File: src/rtl/vend_controller.sv
// Vending-machine credit/purchase controller: accumulates coin credit, dispenses
// products, and pays change back as spaced greedy 50/20/10/5 coin pulses.
module vend_controller #(
  parameter int unsigned PRICE0     = 15,
  parameter int unsigned PRICE1     = 25,
  parameter int unsigned PRICE2     = 40,
  parameter int unsigned PRICE3     = 55,
  parameter int unsigned CHANGE_GAP = 4
) (
  input  logic       CLK100MHZ,
  input  logic       CPU_RESETN,
  input  logic       coin_valid,
  input  logic [7:0] coin_amt,
  input  logic       buy,
  input  logic [1:0] sel,
  input  logic       cancel,
  output logic [7:0] credit,
  output logic       dispense,
  output logic [1:0] dispense_id,
  output logic [3:0] change_coin,
  output logic       coin_reject,
  output logic       short_credit,
  output logic       busy
);

  localparam int unsigned GAP_W = $clog2(CHANGE_GAP);
  localparam logic [GAP_W-1:0] GAP_RELOAD = GAP_W'(CHANGE_GAP - 1);

  typedef enum logic [1:0] {IDLE, CREDIT, VEND, CHANGE} state_t;

  state_t           state, state_n;
  logic [7:0]       credit_n;
  logic [GAP_W-1:0] gap, gap_n;
  logic             dispense_n, reject_n, short_n, busy_n, do_pay;
  logic [1:0]       id_n;
  logic [3:0]       change_n;
  logic [7:0]       price, base, total, pay_amt;
  logic [8:0]       sum;
  logic             coin_legal, coin_ok, buy_ok;

  function automatic logic [7:0] price_of(input logic [1:0] s);
    case (s)
      2'd0:    return 8'(PRICE0);
      2'd1:    return 8'(PRICE1);
      2'd2:    return 8'(PRICE2);
      default: return 8'(PRICE3);
    endcase
  endfunction

  always_comb begin
    // NOTE: every signal gets a default before the case so no path leaves it unassigned (no latches).
    price      = price_of(sel);
    coin_legal = coin_amt inside {8'd5, 8'd10, 8'd20, 8'd50};
    buy_ok     = buy && !cancel && (credit >= price);
    // A purchase is priced against the old credit; a same-cycle coin lands on what is left.
    base       = buy_ok ? credit - price : credit;
    sum        = {1'b0, base} + {1'b0, coin_amt};
    coin_ok    = coin_valid && coin_legal && !sum[8];
    total      = coin_ok ? sum[7:0] : base;

    state_n    = state;
    credit_n   = credit;
    gap_n      = gap;
    dispense_n = 1'b0;
    id_n       = 2'd0;
    change_n   = 4'd0;
    reject_n   = 1'b0;
    short_n    = 1'b0;
    do_pay     = 1'b0;
    pay_amt    = credit;

    case (state)
      IDLE, CREDIT: begin
        reject_n = coin_valid && !coin_ok;
        if (cancel && total != 8'd0) begin
          do_pay  = 1'b1;
          pay_amt = total;
        end else if (buy_ok) begin
          state_n    = VEND;
          credit_n   = total;
          dispense_n = 1'b1;
          id_n       = sel;
        end else begin
          short_n  = buy && !cancel;
          credit_n = total;
          state_n  = (total != 8'd0) ? CREDIT : IDLE;
        end
      end
      VEND: begin
        reject_n = coin_valid;
        if (credit != 8'd0) do_pay = 1'b1;
        else                state_n = IDLE;
      end
      CHANGE: begin
        reject_n = coin_valid;
        if (credit == 8'd0)     state_n = IDLE;
        else if (gap != '0)     gap_n   = gap - GAP_W'(1);
        else                    do_pay  = 1'b1;
      end
      default: state_n = IDLE;
    endcase

    // Emit one greedy change coin; the first one goes out on entry to CHANGE.
    if (do_pay) begin
      state_n = CHANGE;
      gap_n   = GAP_RELOAD;
      if (pay_amt >= 8'd50) begin
        change_n = 4'b1000;
        credit_n = pay_amt - 8'd50;
      end else if (pay_amt >= 8'd20) begin
        change_n = 4'b0100;
        credit_n = pay_amt - 8'd20;
      end else if (pay_amt >= 8'd10) begin
        change_n = 4'b0010;
        credit_n = pay_amt - 8'd10;
      end else if (pay_amt >= 8'd5) begin
        change_n = 4'b0001;
        credit_n = pay_amt - 8'd5;
      end else begin
        credit_n = 8'd0;
      end
    end

    busy_n = (state_n == VEND) || (state_n == CHANGE);
  end

  always_ff @(posedge CLK100MHZ or negedge CPU_RESETN) begin
    if (!CPU_RESETN) begin
      state        <= IDLE;
      credit       <= 8'd0;
      gap          <= '0;
      dispense     <= 1'b0;
      dispense_id  <= 2'd0;
      change_coin  <= 4'd0;
      coin_reject  <= 1'b0;
      short_credit <= 1'b0;
      busy         <= 1'b0;
    end else begin
      // NOTE: non-blocking assignments so all registers update together from pre-edge values.
      state        <= state_n;
      credit       <= credit_n;
      gap          <= gap_n;
      dispense     <= dispense_n;
      dispense_id  <= id_n;
      change_coin  <= change_n;
      coin_reject  <= reject_n;
      short_credit <= short_n;
      busy         <= busy_n;
    end
  end

endmodule

File: config.mk
export PLATFORM = sky130hd
export DESIGN_NAME = vend_controller
export DESIGN_NICKNAME = d
export VERILOG_FILES = /design/src/rtl/vend_controller.sv
export SDC_FILE = /design/constraint.sdc
export NUM_CORES = 1
export LEC_CHECK = 0
export ABC_AREA = 1
export CORE_ASPECT_RATIO = 0.7
export CORE_MARGIN = 1.5
export CORE_UTILIZATION = 52
export DETAILED_ROUTE_END_ITERATION = 12
export HOLD_SLACK_MARGIN = 0.03
export PLACE_DENSITY = 0.77
export SYNTH_ARGS = -nofsm -noshare
export SYNTH_HDL_FRONTEND = slang
export SYNTH_SLANG_ARGS = --single-unit
File: constraint.sdc
create_clock -name CLK100MHZ -period 4.4 [get_ports CLK100MHZ]
set_input_delay 0.88 -clock CLK100MHZ [delete_from_list [all_inputs] [get_ports CLK100MHZ]]
set_output_delay 0.88 -clock CLK100MHZ [all_outputs]
set_load 0.05 [all_outputs]
==> results of run 1 <==
## logic make-up after synthesis
logic type / Yosys count / share of synthesized area, %
compound gates: 47 / 8.56
xor+xnor: 9 / 2.64
fa+ha+maj: 20 / 8.64
buf+inv: 77 / 10.6
flops: 22 / 18.5
simple gates: 296 / 51.1
## per-stage QoR
| stage | util [%] | TNS, ps | setup slack, ps | cell area, sq um | hold slack [ps] |
|---|---|---|---|---|---|
| after floorplan | - | -3320 | -354 | 3180 | 455 |
| after global placement | 80.5 | -19250 | -1340 | 4340 | 500 |
| after detailed placement | 80.5 | -22340 | -1550 | 4340 | 525 |
| after CTS | 91.9 | -6410 | -549 | 4960 | 559 |
## Yosys cell counts, types with 7 or more instances
| cell | number | area [sq um] |
|---|---|---|
| nand2_1 | 132 | 495 |
| inv_1 | 62 | 233 |
| nor2_1 | 46 | 173 |
| nand3_1 | 34 | 170 |
| nand2_2 | 30 | 188 |
| dfrtp_1 | 22 | 551 |
| a21oi_1 | 20 | 100 |
| ha_1 | 19 | 238 |
| nand4_1 | 16 | 100 |
| o21ai_0 | 15 | 75.1 |
| nand2_4 | 9 | 101 |
| inv_2 | 7 | 26.3 |
| xor2_1 | 7 | 61.3 |
## timing repair
item / 4_1_cts
gates resized for setup: 95
hold buffers: 0
hold endpoints to repair: 0
gates cloned: 2
endpoints found under the setup margin: 17
setup buffers: 27
pin swaps: 62
==> summary.txt, run 1 <==
Status
  • Status: aborted with a tool error
  • Err: [ERROR DPL-0038] Utilization greater than 100%, impossible to legalize
  • Last stage: 5_1_grt

Place
  • Hpwl dp: 8.70 mm
  • Routability cong.: 0.995
  • Placed Cells: about 670
  • I/O Buffers: 32

Yosys
  • Synth warnings: 0
  • Post-Syn Area per Cell: roughly 6.3 sq um
  • Gate Count Post-Synth: 471
  • Async SR Flop Fraction: 100%
  • Synthesized Nets: between 500 and 600
  • Sequential share of the synthesized area: a little under a fifth
  • Main synth FF type: dfrtp_1
  • Post-synth EDFFs: 0
  • Yosys reg bits: 22
  • Synth Cell Area: 2980 sq um
  • Number of library cell types mapped by synthesis: 38

Floorplanning
  • Die H: 66.4 um
  • Initial core utilization: between 50% and 60%
  • Std cell rows: 22
  • Die width: 93.5 um
  • Num ports: 33

Timing
  • Worst endpoint pin kind: register input
  • Worst_ep grt: credit[1]$_DFFE_PN0P_/D

Clocking
  • Clock Path Buffers: 2
  • CTS H-tree lvls: 1
  • CTS Buf Count: 3
  • CTS Root Cell: clkbuf_8
  • Clock sink count: 22

GRT
  • Largest net degree at the start of global routing: 23
==> run 2: changes to the inputs <==
CORE_ASPECT_RATIO = not set   (was 0.7)
CORE_UTILIZATION = 40   (was 52)
HOLD_SLACK_MARGIN = not set   (was 0.03)
PLACE_DENSITY = not set   (was 0.77)
PLACE_DENSITY_LB_ADDON = 0.15   (was not set)
clock period = 5.7 ns   (was 4.4 ns; I/O delays follow)
==> summary.txt, run 2 <==
Status
  • Status: complete, no violations (was aborted with a tool error)

Cells and area
  • Most frequent cells in the layout: nand2_1 (124), buf_4 (96), inv_1 (59)
  • N_diodes: 0
  • Multi-input logic area: between 2000 and 2500 sq um
  • Largest regs: credit (8), change_coin (4)
  • Share of cells above drive strength 1: around a third
  • Post-route cell area: between 4000 and 5000 sq um
  • Fillers: ~700
  • Area Overhead vs Synth: 46.0%
  • Leading cell type in the layout, fill and taps excluded: nand2_1
  • Max reg flops: 8
  • Nets: 636
  • Most flops, register: credit
  • Seq. cell area: between 500 and 600 sq um

GRT
  • GRT Overall Usage: 23.7%
  • Remaining Overflow, GRT: 0
  • Initial antenna violation count: 0
  • Global-route wire length before repair: 14.9 mm
  • Largest net degree at the start of global routing: 23
  • Vias in the first global route: between 3000 and 4000

Critical path
  • Crit path max fanout: 8
  • CP dominant cell by count: nand2_1
  • Setup crit end kind: register
  • WP data arrival: approximately 5500 ps
  • CP delay by family, top: simple AND/OR/NAND/NOR gates
  • Buffers & Inverters on Critical Path: 6
  • CP max stage cell: ha_1
  • CP startpoint kind: primary input
  • Required time worst endpoint: roughly 5900 ps
  • CP Class: primary input to register
  • Critical Path Max Stage Delay: about 330 ps

Clocking
  • Clock transition at path regs: ~80 ps
  • Clock Path Buffers: 2 (unchanged)
  • Clock sink count: 22 (unchanged)
  • CTS Buf Count: 3 (unchanged)
  • CTS H-tree lvls: 1 (unchanged)
  • CTS Root Cell: clkbuf_8 (unchanged)
  • Clk_lat worst skew: 260 ps
  • CTS tree: built
  • CTS Hold Buffers Added: 0 (unchanged)

Timing
  • Worst Tran Pin Value: 1030 ps
  • Highest clock rate: 187 MHz
  • Final Max Slew Viols: 0
  • Fin Clk Skew: about 1.6 ps
  • Slew headroom: between 30 and 40%
  • Tcrit/Tclk final: approximately 94%
  • Final worst slack: approximately 360 ps
  • RSZ-0062 raised after global routing: no
  • Final hold vios: 0
  • Final setup viols: 0
  • Tmin final: approximately 5300 ps

Floorplanning
  • Initial core utilization: 41.3% (was 55.3%)
  • Die area: about 8000 sq um
  • Std cell rows: 31 (was 22)
  • Die width: 89.4 um (was 93.5 um)
  • Die H: 89.4 um (was 66.4 um)
  • Core region area: 7210 sq um
  • Num ports: 33 (unchanged)

Yosys
  • Top cells by area, synth: dfrtp_1 (18%), nand2_1 (17%), ha_1 (8.0%), inv_1 (7.8%), nand2_2 (6.3%) (unchanged)
  • Area leader, netlist: dfrtp_1 (unchanged)
  • Number of library cell types mapped by synthesis: 38 (unchanged)
  • Share of the synthesized area in the top cell type: 18.5% (unchanged)
  • Yosys reg bits: 22 (unchanged)
  • Main synth FF type: dfrtp_1 (unchanged)
  • Synthesized Nets: 506 (unchanged)
  • Synth warnings: 0 (unchanged)
  • Async SR Flop Fraction: 100% (unchanged)
  • Synth cell count leaders: nand2_1 (132), inv_1 (62), nor2_1 (46) (unchanged)
  • Synth Cell Area: 2980 sq um (unchanged)
  • Gate Count Post-Synth: 471 (unchanged)
  • Post-Syn Area per Cell: 6.33 sq um (unchanged)
  • Count leader, synth: nand2_1 (unchanged)
  • Sequential share of the synthesized area: 18.5% (unchanged)
  • Post-synth EDFFs: 0 (unchanged)

Pwr
  • VDD IR-drop max: 0.268 mV
  • Sw Pwr: between 0.001 and 0.0015 W
  • Leak: 2.29 nW
  • Internal Pwr Total: roughly 0.0012 W
  • PwrDens: ~600 nW/um^2
  • Clock network fraction of design power: under 10%
  • Switching Share: about 53%
  • Seq pwr share: around 11%
  • Power share of the combinational group: 84.5%

Route
  • DRT Pass-1 Iters: 4
  • Antenna-violating nets left: 0
  • Vias per inst: 4.83
  • WL/cell: about 13 um
  • Iteration-0 DRC Markers: roughly 150
  • DRC: 0
  • Routed Wire Length: approximately 9 mm
  • DR vias: between 3000 and 4000

Hold path
  • Hold Crit Class: register to register

Place
  • Hpwl dp: 7.60 mm (was 8.70 mm)
  • Placed instance area: 4120 sq um (was 4340 sq um)
  • Pre-CTS setup slack: -643 ps (was -1550 ps)
  • Routability cong.: 0.890 (was 0.995)
  • I/O Buffers: 32 (unchanged)

Job
  • Max-cap viol count: 0
==> run 2: repair_timing <==
action,in CTS,in global routing
gates resized for setup,18,27
pin swaps,4,9
buffers inserted,1,2
setup endpoints to repair,12,12
==> run 2: cells by family after synthesis <==
family	count (synthesis)	share of synthesized area, %
and+or+nand+nor	296	51.1
DFF	22	18.5
AOI/OAI and AO/OA	47	8.56
adders and majority gates	20	8.64
xor gates and xnor gates	9	2.64
buffers and inverters	77	10.6
==> run 2: area by class of cell <==
cell class | count | area share (%)
Multi-Input combinational cell | 372 | 52.2
Inverter | 71 | 6.21
Timing Repair Buffer | 131 | 24.9
Tap cell | 99 | 2.84
Clock buffer | 4 | 1.26
Sequential cell | 22 | 12.6
==> run 2: worst paths after layout <==
check	start	endpoint	slack (ps)	cells after the start
max	sel[0]	credit[1]	360	39
min reg2reg	gap[1]	gap[1]	510	2
min in group asynchronous	CPU_RESETN	state[1]	1440	1
max in group asynchronous	CPU_RESETN	gap[0]	3640	1
max reg2reg	credit[0]	credit[1]	1030	36
min	gap[1]	gap[1]	510	2
==> run 2: power groups by stage <==
stage	registers [W]	logic, W	clock network, W
after floorplan	0.000401	0.00114	0
after global placement	0.000296	0.00209	0
after detailed placement	0.000297	0.00210	0
after CTS	0.000295	0.00217	0.000112
after global routing	0.000303	0.00244	0.000119
final	0.000297	0.00223	0.000111
==> run 2: tightest hold or removal path, stage by stage, from the launching register on <==
cell	delay (ps)
dfrtp_1	350
o21ai_0	80
inv_1	50
==> run 2: metrics by stage <==
| stage | TNS, ps | util, % | hold slack (ps) | std cells | power [W] |
|---|---|---|---|---|---|
| after floorplan | 0 | - | 455 | 471 | 0.00154 |
| after global placement | -5360 | 57.1 | 493 | 692 | 0.00239 |
| after detailed placement | -6480 | 57.1 | 489 | 692 | 0.00240 |
| after CTS | 0 | 59.0 | 518 | 697 | 0.00258 |
| after global routing | 0 | 60.4 | 529 | 699 | 0.00287 |
| final | 0 | 60.4 | 512 | 699 | 0.00264 |
==> run 2: per-layer routing <==
| metal | vias to the layer above | share of wire [%] | wire length [um] | track usage, % |
|---|---|---|---|---|
| met2 | 83 | 46 | 4170 | 40.7 |
| met3 | 10 | 5.6 | 510 | 2.31 |
| met5 | - | 0 | 0 | 0 |
| met4 | 0 | 1.3 | 120 | 4.48 |
| met1 | 1514 | 47 | 4240 | 32.6 |
| li1 | 1766 | - | - | - |
No activity file was read; power rests on OpenSTA's default activity.
